`config.mk`:
```
export PLATFORM = sky130hd
export DESIGN_NAME = vlsu_r_credit_buffer
export DESIGN_NICKNAME = d
export VERILOG_FILES = /design/src/rtl/vlsu_r_credit_buffer.sv
export SDC_FILE = /design/constraint.sdc
export NUM_CORES = 1
export LEC_CHECK = 0
export CAP_MARGIN = 5
export CORE_AREA = 5 5 285 287
export CTS_BUF_LIST = sky130_fd_sc_hd__clkbuf_8
export CTS_CLUSTER_SIZE = 25
export DETAILED_ROUTE_END_ITERATION = 12
export DIE_AREA = 0 0 290 292
export PLACE_DENSITY_LB_ADDON = 0.3
export REMOVE_ABC_BUFFERS = 1
export SKIP_LAST_GASP = 1
export SLEW_MARGIN = 20
export SYNTH_ARGS = -nofsm -noshare
export SYNTH_HDL_FRONTEND = slang
export SYNTH_SLANG_ARGS = --single-unit
```
`constraint.sdc`:
```
create_clock -name clk_i -period 6.86 [get_ports clk_i]
set_input_delay 0.686 -clock clk_i [delete_from_list [all_inputs] [get_ports clk_i]]
set_output_delay 0.686 -clock clk_i [all_outputs]
set_load 0.01 [all_outputs]
```
`src/rtl/vlsu_r_credit_buffer.sv`:
```
// vlsu_r_credit_buffer: credit-based R-data buffer between the VLSU AXI cut
// (mst side) and the vector load unit (slv side).
//
// An AR is forwarded only once FIFO space for every beat of its burst is
// reserved, so R is never backpressured toward memory. The buffer absorbs
// vldu stalls, bounds bursts in flight and reports idle for load completion.
//
// Ports:
//   clk_i, rst_ni                   clock, synchronous active-low reset
//   slv_ar_i/_valid_i/_ready_o      AR from the address generator
//   mst_ar_o/_valid_o/_ready_i      AR toward the AXI cut (payload pass-through)
//   mst_r_i/_valid_i/_ready_o       R beats from the AXI cut
//   slv_r_o/_valid_o/_ready_i       buffered R beats to the vldu (FIFO head)
//   idle_o                          no reservations, no buffered beats, no bursts open

package vlsu_r_credit_buffer_pkg;

  typedef struct packed {
    logic [31:0] addr;
    logic [7:0]  len;
  } ar_t;

  typedef struct packed {
    logic [31:0] data;
    logic        last;
  } r_t;

endpackage

module vlsu_r_credit_buffer
  import vlsu_r_credit_buffer_pkg::*;
#(
  parameter int unsigned Depth         = 32,
  parameter int unsigned MaxBurstBeats = 16,
  parameter int unsigned MaxTxns       = 8,
  parameter type         axi_ar_t      = ar_t,
  parameter type         axi_r_t       = r_t
) (
  input  logic    clk_i,
  input  logic    rst_ni,
  input  axi_ar_t slv_ar_i,
  input  logic    slv_ar_valid_i,
  output logic    slv_ar_ready_o,
  output axi_ar_t mst_ar_o,
  output logic    mst_ar_valid_o,
  input  logic    mst_ar_ready_i,
  input  axi_r_t  mst_r_i,
  input  logic    mst_r_valid_i,
  output logic    mst_r_ready_o,
  output axi_r_t  slv_r_o,
  output logic    slv_r_valid_o,
  input  logic    slv_r_ready_i,
  output logic    idle_o
);

  localparam int unsigned CntW = $clog2(Depth + 1);
  localparam int unsigned TxnW = $clog2(MaxTxns + 1);
  localparam int unsigned PtrW = (Depth > 1) ? $clog2(Depth) : 1;
  localparam int unsigned CmpW = (CntW > 9) ? CntW : 9;

  if (Depth < MaxBurstBeats) begin : g_depth_chk
    $error("vlsu_r_credit_buffer: Depth must be >= MaxBurstBeats");
  end

  logic [CntW-1:0] count_q, reserved_q;
  logic [TxnW-1:0] txns_q;
  logic [PtrW-1:0] wr_ptr_q, rd_ptr_q;
  axi_r_t          mem_q [Depth];

  logic [CntW-1:0] free;
  logic [8:0]      ar_beats;
  logic            ok;
  logic            ar_fire, r_in, r_out, r_in_last;

  // Pointer increment modulo Depth (Depth need not be a power of two).
  function automatic logic [PtrW-1:0] ptr_inc(input logic [PtrW-1:0] p);
    return (p == PtrW'(Depth - 1)) ? '0 : p + PtrW'(1);
  endfunction

  // Credit gate: space for the whole burst and a free transaction slot.
  always_comb begin
    free     = CntW'(Depth) - count_q - reserved_q;
    ar_beats = {1'b0, slv_ar_i.len} + 9'd1;
    ok       = rst_ni && (CmpW'(ar_beats) <= CmpW'(free)) && (txns_q < TxnW'(MaxTxns));
  end

  assign mst_ar_o       = slv_ar_i;
  assign mst_ar_valid_o = slv_ar_valid_i & ok;
  assign slv_ar_ready_o = mst_ar_ready_i & ok;

  // Space for every incoming beat was reserved at AR time.
  assign mst_r_ready_o  = rst_ni;

  assign slv_r_o        = mem_q[rd_ptr_q];
  assign slv_r_valid_o  = rst_ni & (count_q != '0);

  assign idle_o = ~rst_ni | ((count_q == '0) & (reserved_q == '0) & (txns_q == '0));

  assign ar_fire   = mst_ar_valid_o & mst_ar_ready_i;
  assign r_in      = mst_r_valid_i & mst_r_ready_o;
  assign r_in_last = r_in & mst_r_i.last;
  assign r_out     = slv_r_valid_o & slv_r_ready_i;

  // Counters and pointers; simultaneous events are net-summed.
  always_ff @(posedge clk_i) begin
    if (!rst_ni) begin
      count_q    <= '0;
      reserved_q <= '0;
      txns_q     <= '0;
      wr_ptr_q   <= '0;
      rd_ptr_q   <= '0;
    end else begin
      count_q    <= count_q + CntW'(r_in) - CntW'(r_out);
      reserved_q <= reserved_q + (ar_fire ? CntW'(ar_beats) : '0) - CntW'(r_in);
      txns_q     <= txns_q + TxnW'(ar_fire) - TxnW'(r_in_last);
      if (r_in)  wr_ptr_q <= ptr_inc(wr_ptr_q);
      if (r_out) rd_ptr_q <= ptr_inc(rd_ptr_q);
    end
  end

  // Beat storage; no reset needed, validity is tracked by count_q.
  always_ff @(posedge clk_i) begin
    if (r_in) mem_q[wr_ptr_q] <= mst_r_i;
  end

  a_burst_len: assert property (@(posedge clk_i) disable iff (!rst_ni)
    slv_ar_valid_i |-> (ar_beats <= 9'(MaxBurstBeats)));
  a_no_overcommit: assert property (@(posedge clk_i) disable iff (!rst_ni)
    ({1'b0, count_q} + {1'b0, reserved_q}) <= (CntW + 1)'(Depth));
  a_no_unsolicited: assert property (@(posedge clk_i) disable iff (!rst_ni)
    mst_r_valid_i |-> (reserved_q != '0));
  a_txn_underflow: assert property (@(posedge clk_i) disable iff (!rst_ni)
    r_in_last |-> (txns_q != '0));

endmodule

```
==> impl_summary.txt <==
----------------------------------------------------
[Route]
  Max Used Layer ... met4
  Met2 routed wirelength ... 46600 um
  Metal1 wirelength ... 37900 um
  Via count ... 19820
  Routed length on met3 ... 7760 um
  Final routed DRC violation total ... 0
  Initial DRC count ... 2402
  Number of routed nets with antenna violations ... 0
  1st-pass router iterations ... 5
  Final wirelength ... 93800 um
  Per-cell routed wire length ... 29.3 um
  Ratio of routed vias to standard cells ... 6.19

[Worst setup path]
  Worst Path Required ... 6.17 ns
  Worst setup path start ... count_q[1]
  Cell chain of the critical path ... ha_1, inv_1, ha_1, fa_1, a21o_1, a21oi_1, xnor2_1, ha_1, a211oi_1, o221ai_1, a221oi_1, and2_1, clkdlybuf4s50_1
  Largest fanout on the critical path ... 6
  Critical path startpoint category ... register
  Destination of the worst register-to-register timing path ... reserved_q[4]
  Critical Path Sink Type ... output pin
  Data arrival time of the worst path ... 4.37 ns
  Setup slack on the worst flop-to-flop path ... 1.84 ns
  Most frequent CP cell ... ha_1
  Reg2Reg Depth ... 21
  Slowest stage cell on the critical path ... clkdlybuf4s50_1
  Largest stage delay on the critical path ... 0.54 ns
  CP Class ... register to output pin
  Worst R2R Start ... count_q[1]

[Synth]
  Post-synthesis cell type count ... 47
  Mean post-synth cell area ... 23.1 um2
  Cell count after synthesis ... 1849
  FFs w/ async S/R, synth ... 0%
  Total of warnings raised by yosys ... 0
  Main flop type after synthesis ... edfxtp_1
  Count of flip-flops with a built-in enable after synthesis ... 1056
  Register bit total from synthesis ... 1087
  Proportion of synthesized chip area in sequential cells ... 75.8%
  Cell Area, Synth ... 0.0427 mm2

[Power]
  Final Power ... 14.1 mW
  PD cells ... 294 mW/mm2
  Leak ... 14.8 nW
  Worst VDD drop ... 0.196 mV

[Floorplanning]
  Die outline width ... 290 um
  Effective utilization at floorplan ... 54.5%
  Row count ... 103
  DIE HEIGHT ... 292 um
  DIE AREA ... 0.0847 mm2
  Ports ... 157
  Placeable core region ... 0.0784 mm2

[Placement]
  PortBufs ... 92
  RD Place Congestion ... 0.761
  Placed wire-length estimate ... 50800 um

[GRT]
  Initial antenna violation count ... 2
  Via count of the first global-routing pass ... 20878
  Wire length of the first global-routing pass ... 139000 um
  Remaining global-route overflow ... 0
  Combined global-route utilization of all metal layers ... 22.3%
  Pin count of the biggest net entering global routing ... 97

[STA]
  Worst slew slack as a fraction of its limit ... 21.8%
  Final TNS setup ... 0 ns
  Transition at the pin with the smallest max-transition slack ... 1.17 ns
  Unrepaired setup endpoints after global routing ... no
  Final max-slew violation count ... 0
  Final setup violating endpoints ... 0
  Period utilization ... 73.7%
  Final-report hold violation count ... 0
  Maximum clock frequency ... 198 MHz
  Tmin final ... 5.06 ns
  Setup Skew ... 0.0248 ns
  Hold WS ... 0.397 ns

[Clocking]
  Clock tree buffer depth ... 3
  Total of hold buffers inserted after clock tree synthesis ... 0
  Reg clk slew, reported paths ... 0.06 ns
  Resize count post-CTS ... 0
  Total number of clock tree sinks ... 1087
  Number of H-tree branching levels ... 4
  Clock latency on the worst-skew pair ... 0.81 ns
  CTS Root Buffer Type ... clkbuf_8
  Clock tree from TritonCTS ... built
  Total clock buffers created by CTS ... 167
  Post-CTS repair timing setup buffer count ... 0

[Worst hold path]
  Worst Hold Path EP ... mem_q[22][20]
  Worst min-delay path class ... input pin to register
  Cell depth of the worst min-delay path ... 1
  Launch point of the worst hold path ... mst_r_i[20]

[Finish]
  Share of post-route cells with drive strength above 1 ... 30.8%
  Net count of the finished layout ... 2158
  Count of fill cells added during filler insertion ... 5254
  Area taken by flip-flops and latches ... 0.0323 mm2
  Area of the multi-input gates ... 0.00973 mm2
  P&R area growth vs syn ... 12.3%

[Status]
  Status ... complete, no violations

[Run]
  Count of max-cap constraint violations ... 0

----------------------------------------------------
==> placed cells by master, fill, tap and decap left out, types with 4 or more instances in the layout <==
cell,n
edfxtp_1,1056
mux4_2,330
clkbuf_8,174
inv_1,97
clkdlybuf4s50_1,87
ha_1,46
buf_4,40
mux2_2,34
nor2_4,32
clkinv_1,27
dfxtp_1,26
nor2_1,24
nand2_1,18
a21oi_1,14
clkinv_2,14
xnor2_1,10
and2_1,8
xor2_1,7
o21ai_0,7
inv_6,7
nand3_1,6
a21o_1,6
nand2b_1,5
bufinv_16,5
buf_2,5
buf_12,5
and3_1,4
mux2i_1,4
fa_1,4
dfxtp_4,4
clkinvlp_4,4
==> kinds of logic after synthesis <==
| group | count (synthesis) | share of synthesized area [%] |
|---|---|---|
| compound gates | 42 | 0.645 |
| fa+ha+maj | 50 | 1.54 |
| simple gates | 117 | 1.30 |
| buf+inv | 168 | 2.01 |
| xor+xnor | 17 | 0.349 |
| flops | 1087 | 75.8 |
| mux | 368 | 18.4 |
==> worst max-delay path by stage <==
stage	to	slack (ns)	depth (start not counted)
2_1_floorplan	slv_r_o[0]	-6.01	3
6_report	mst_ar_valid_o	1.80	13
5_1_grt	reserved_q[5]	1.44	21
3_3_place_gp	reserved_q[4]	1.89	18
3_5_place_dp	reserved_q[5]	1.79	18
4_1_cts	mst_ar_valid_o	1.72	13
==> where the power goes <==
group | internal (mW) | switching (mW)
clock network | 2.54 | 2.42
registers | 7.34 | 0.0676
logic | 0.866 | 0.823
==> registers in the layout (all words and copies together), names as in the netlist, named ones only <==
name	flops
mem_q	1056
wr_ptr_q	5
txns_q	4
reserved_q	6
count_q	6
rd_ptr_q	5
==> critical path, delay by kind of cell (launching register included) <==
kind,cells,cell delay [ns]
simple gates,1,0.18
xor+xnor,1,0.11
fa+ha+maj,4,1.20
buf+inv,2,0.58
flops,1,0.38
compound gates,5,1.09
==> area by class of cell <==
| cell class | count | area share [%] |
|---|---|---|
| Sequential cell | 1087 | 67.5 |
| Multi-Input combinational cell | 594 | 20.3 |
| Clock buffer | 174 | 5.00 |
| Tap cell | 1050 | 2.74 |
| Timing Repair Buffer | 137 | 2.71 |
| Clock inverter | 116 | 1.38 |
| Inverter | 42 | 0.329 |
| Antenna cell | 2 | 0.0104 |
==> cells in the mapped netlist (7+ instances only) <==
cell      number  area, um2
inv_1         42        158
buf_1         10       37.5
mux2_2        34        383
a21oi_1       14       70.1
xor2_1         7       61.3
xnor2_1       10       87.6
edfxtp_1    1056      31700
buf_4         47        353
and2_1         8       50.1
o21ai_0        7       35.0
ha_1          46        576
clkbuf_1      44        165
mux4_2       330       7430
nand2_1       18       67.6
buf_2         22        110
dfxtp_1       31        621
nor2_1        56        210
==> routing by layer <==
metal,vias up,GRT usage (%)
met2,928,36.1
met3,126,5.18
met5,-,0.333
met1,10616,31.6
met4,0,5.36
li1,8150,-
==> through the flow <==
step                      setup slack, ns  cell area, um2  std cells  util, %
after floorplan                     -6.01           42000       1723        -
after global placement               1.89           44900       2910     57.3
after detailed placement             1.79           44900       2910     57.3
after CTS                            1.72           47900       3200     61.2
after global routing                 1.44           47900       3201     61.1
final                                1.80           47900       3202     61.1
No activity file was read; power rests on OpenSTA's default activity.
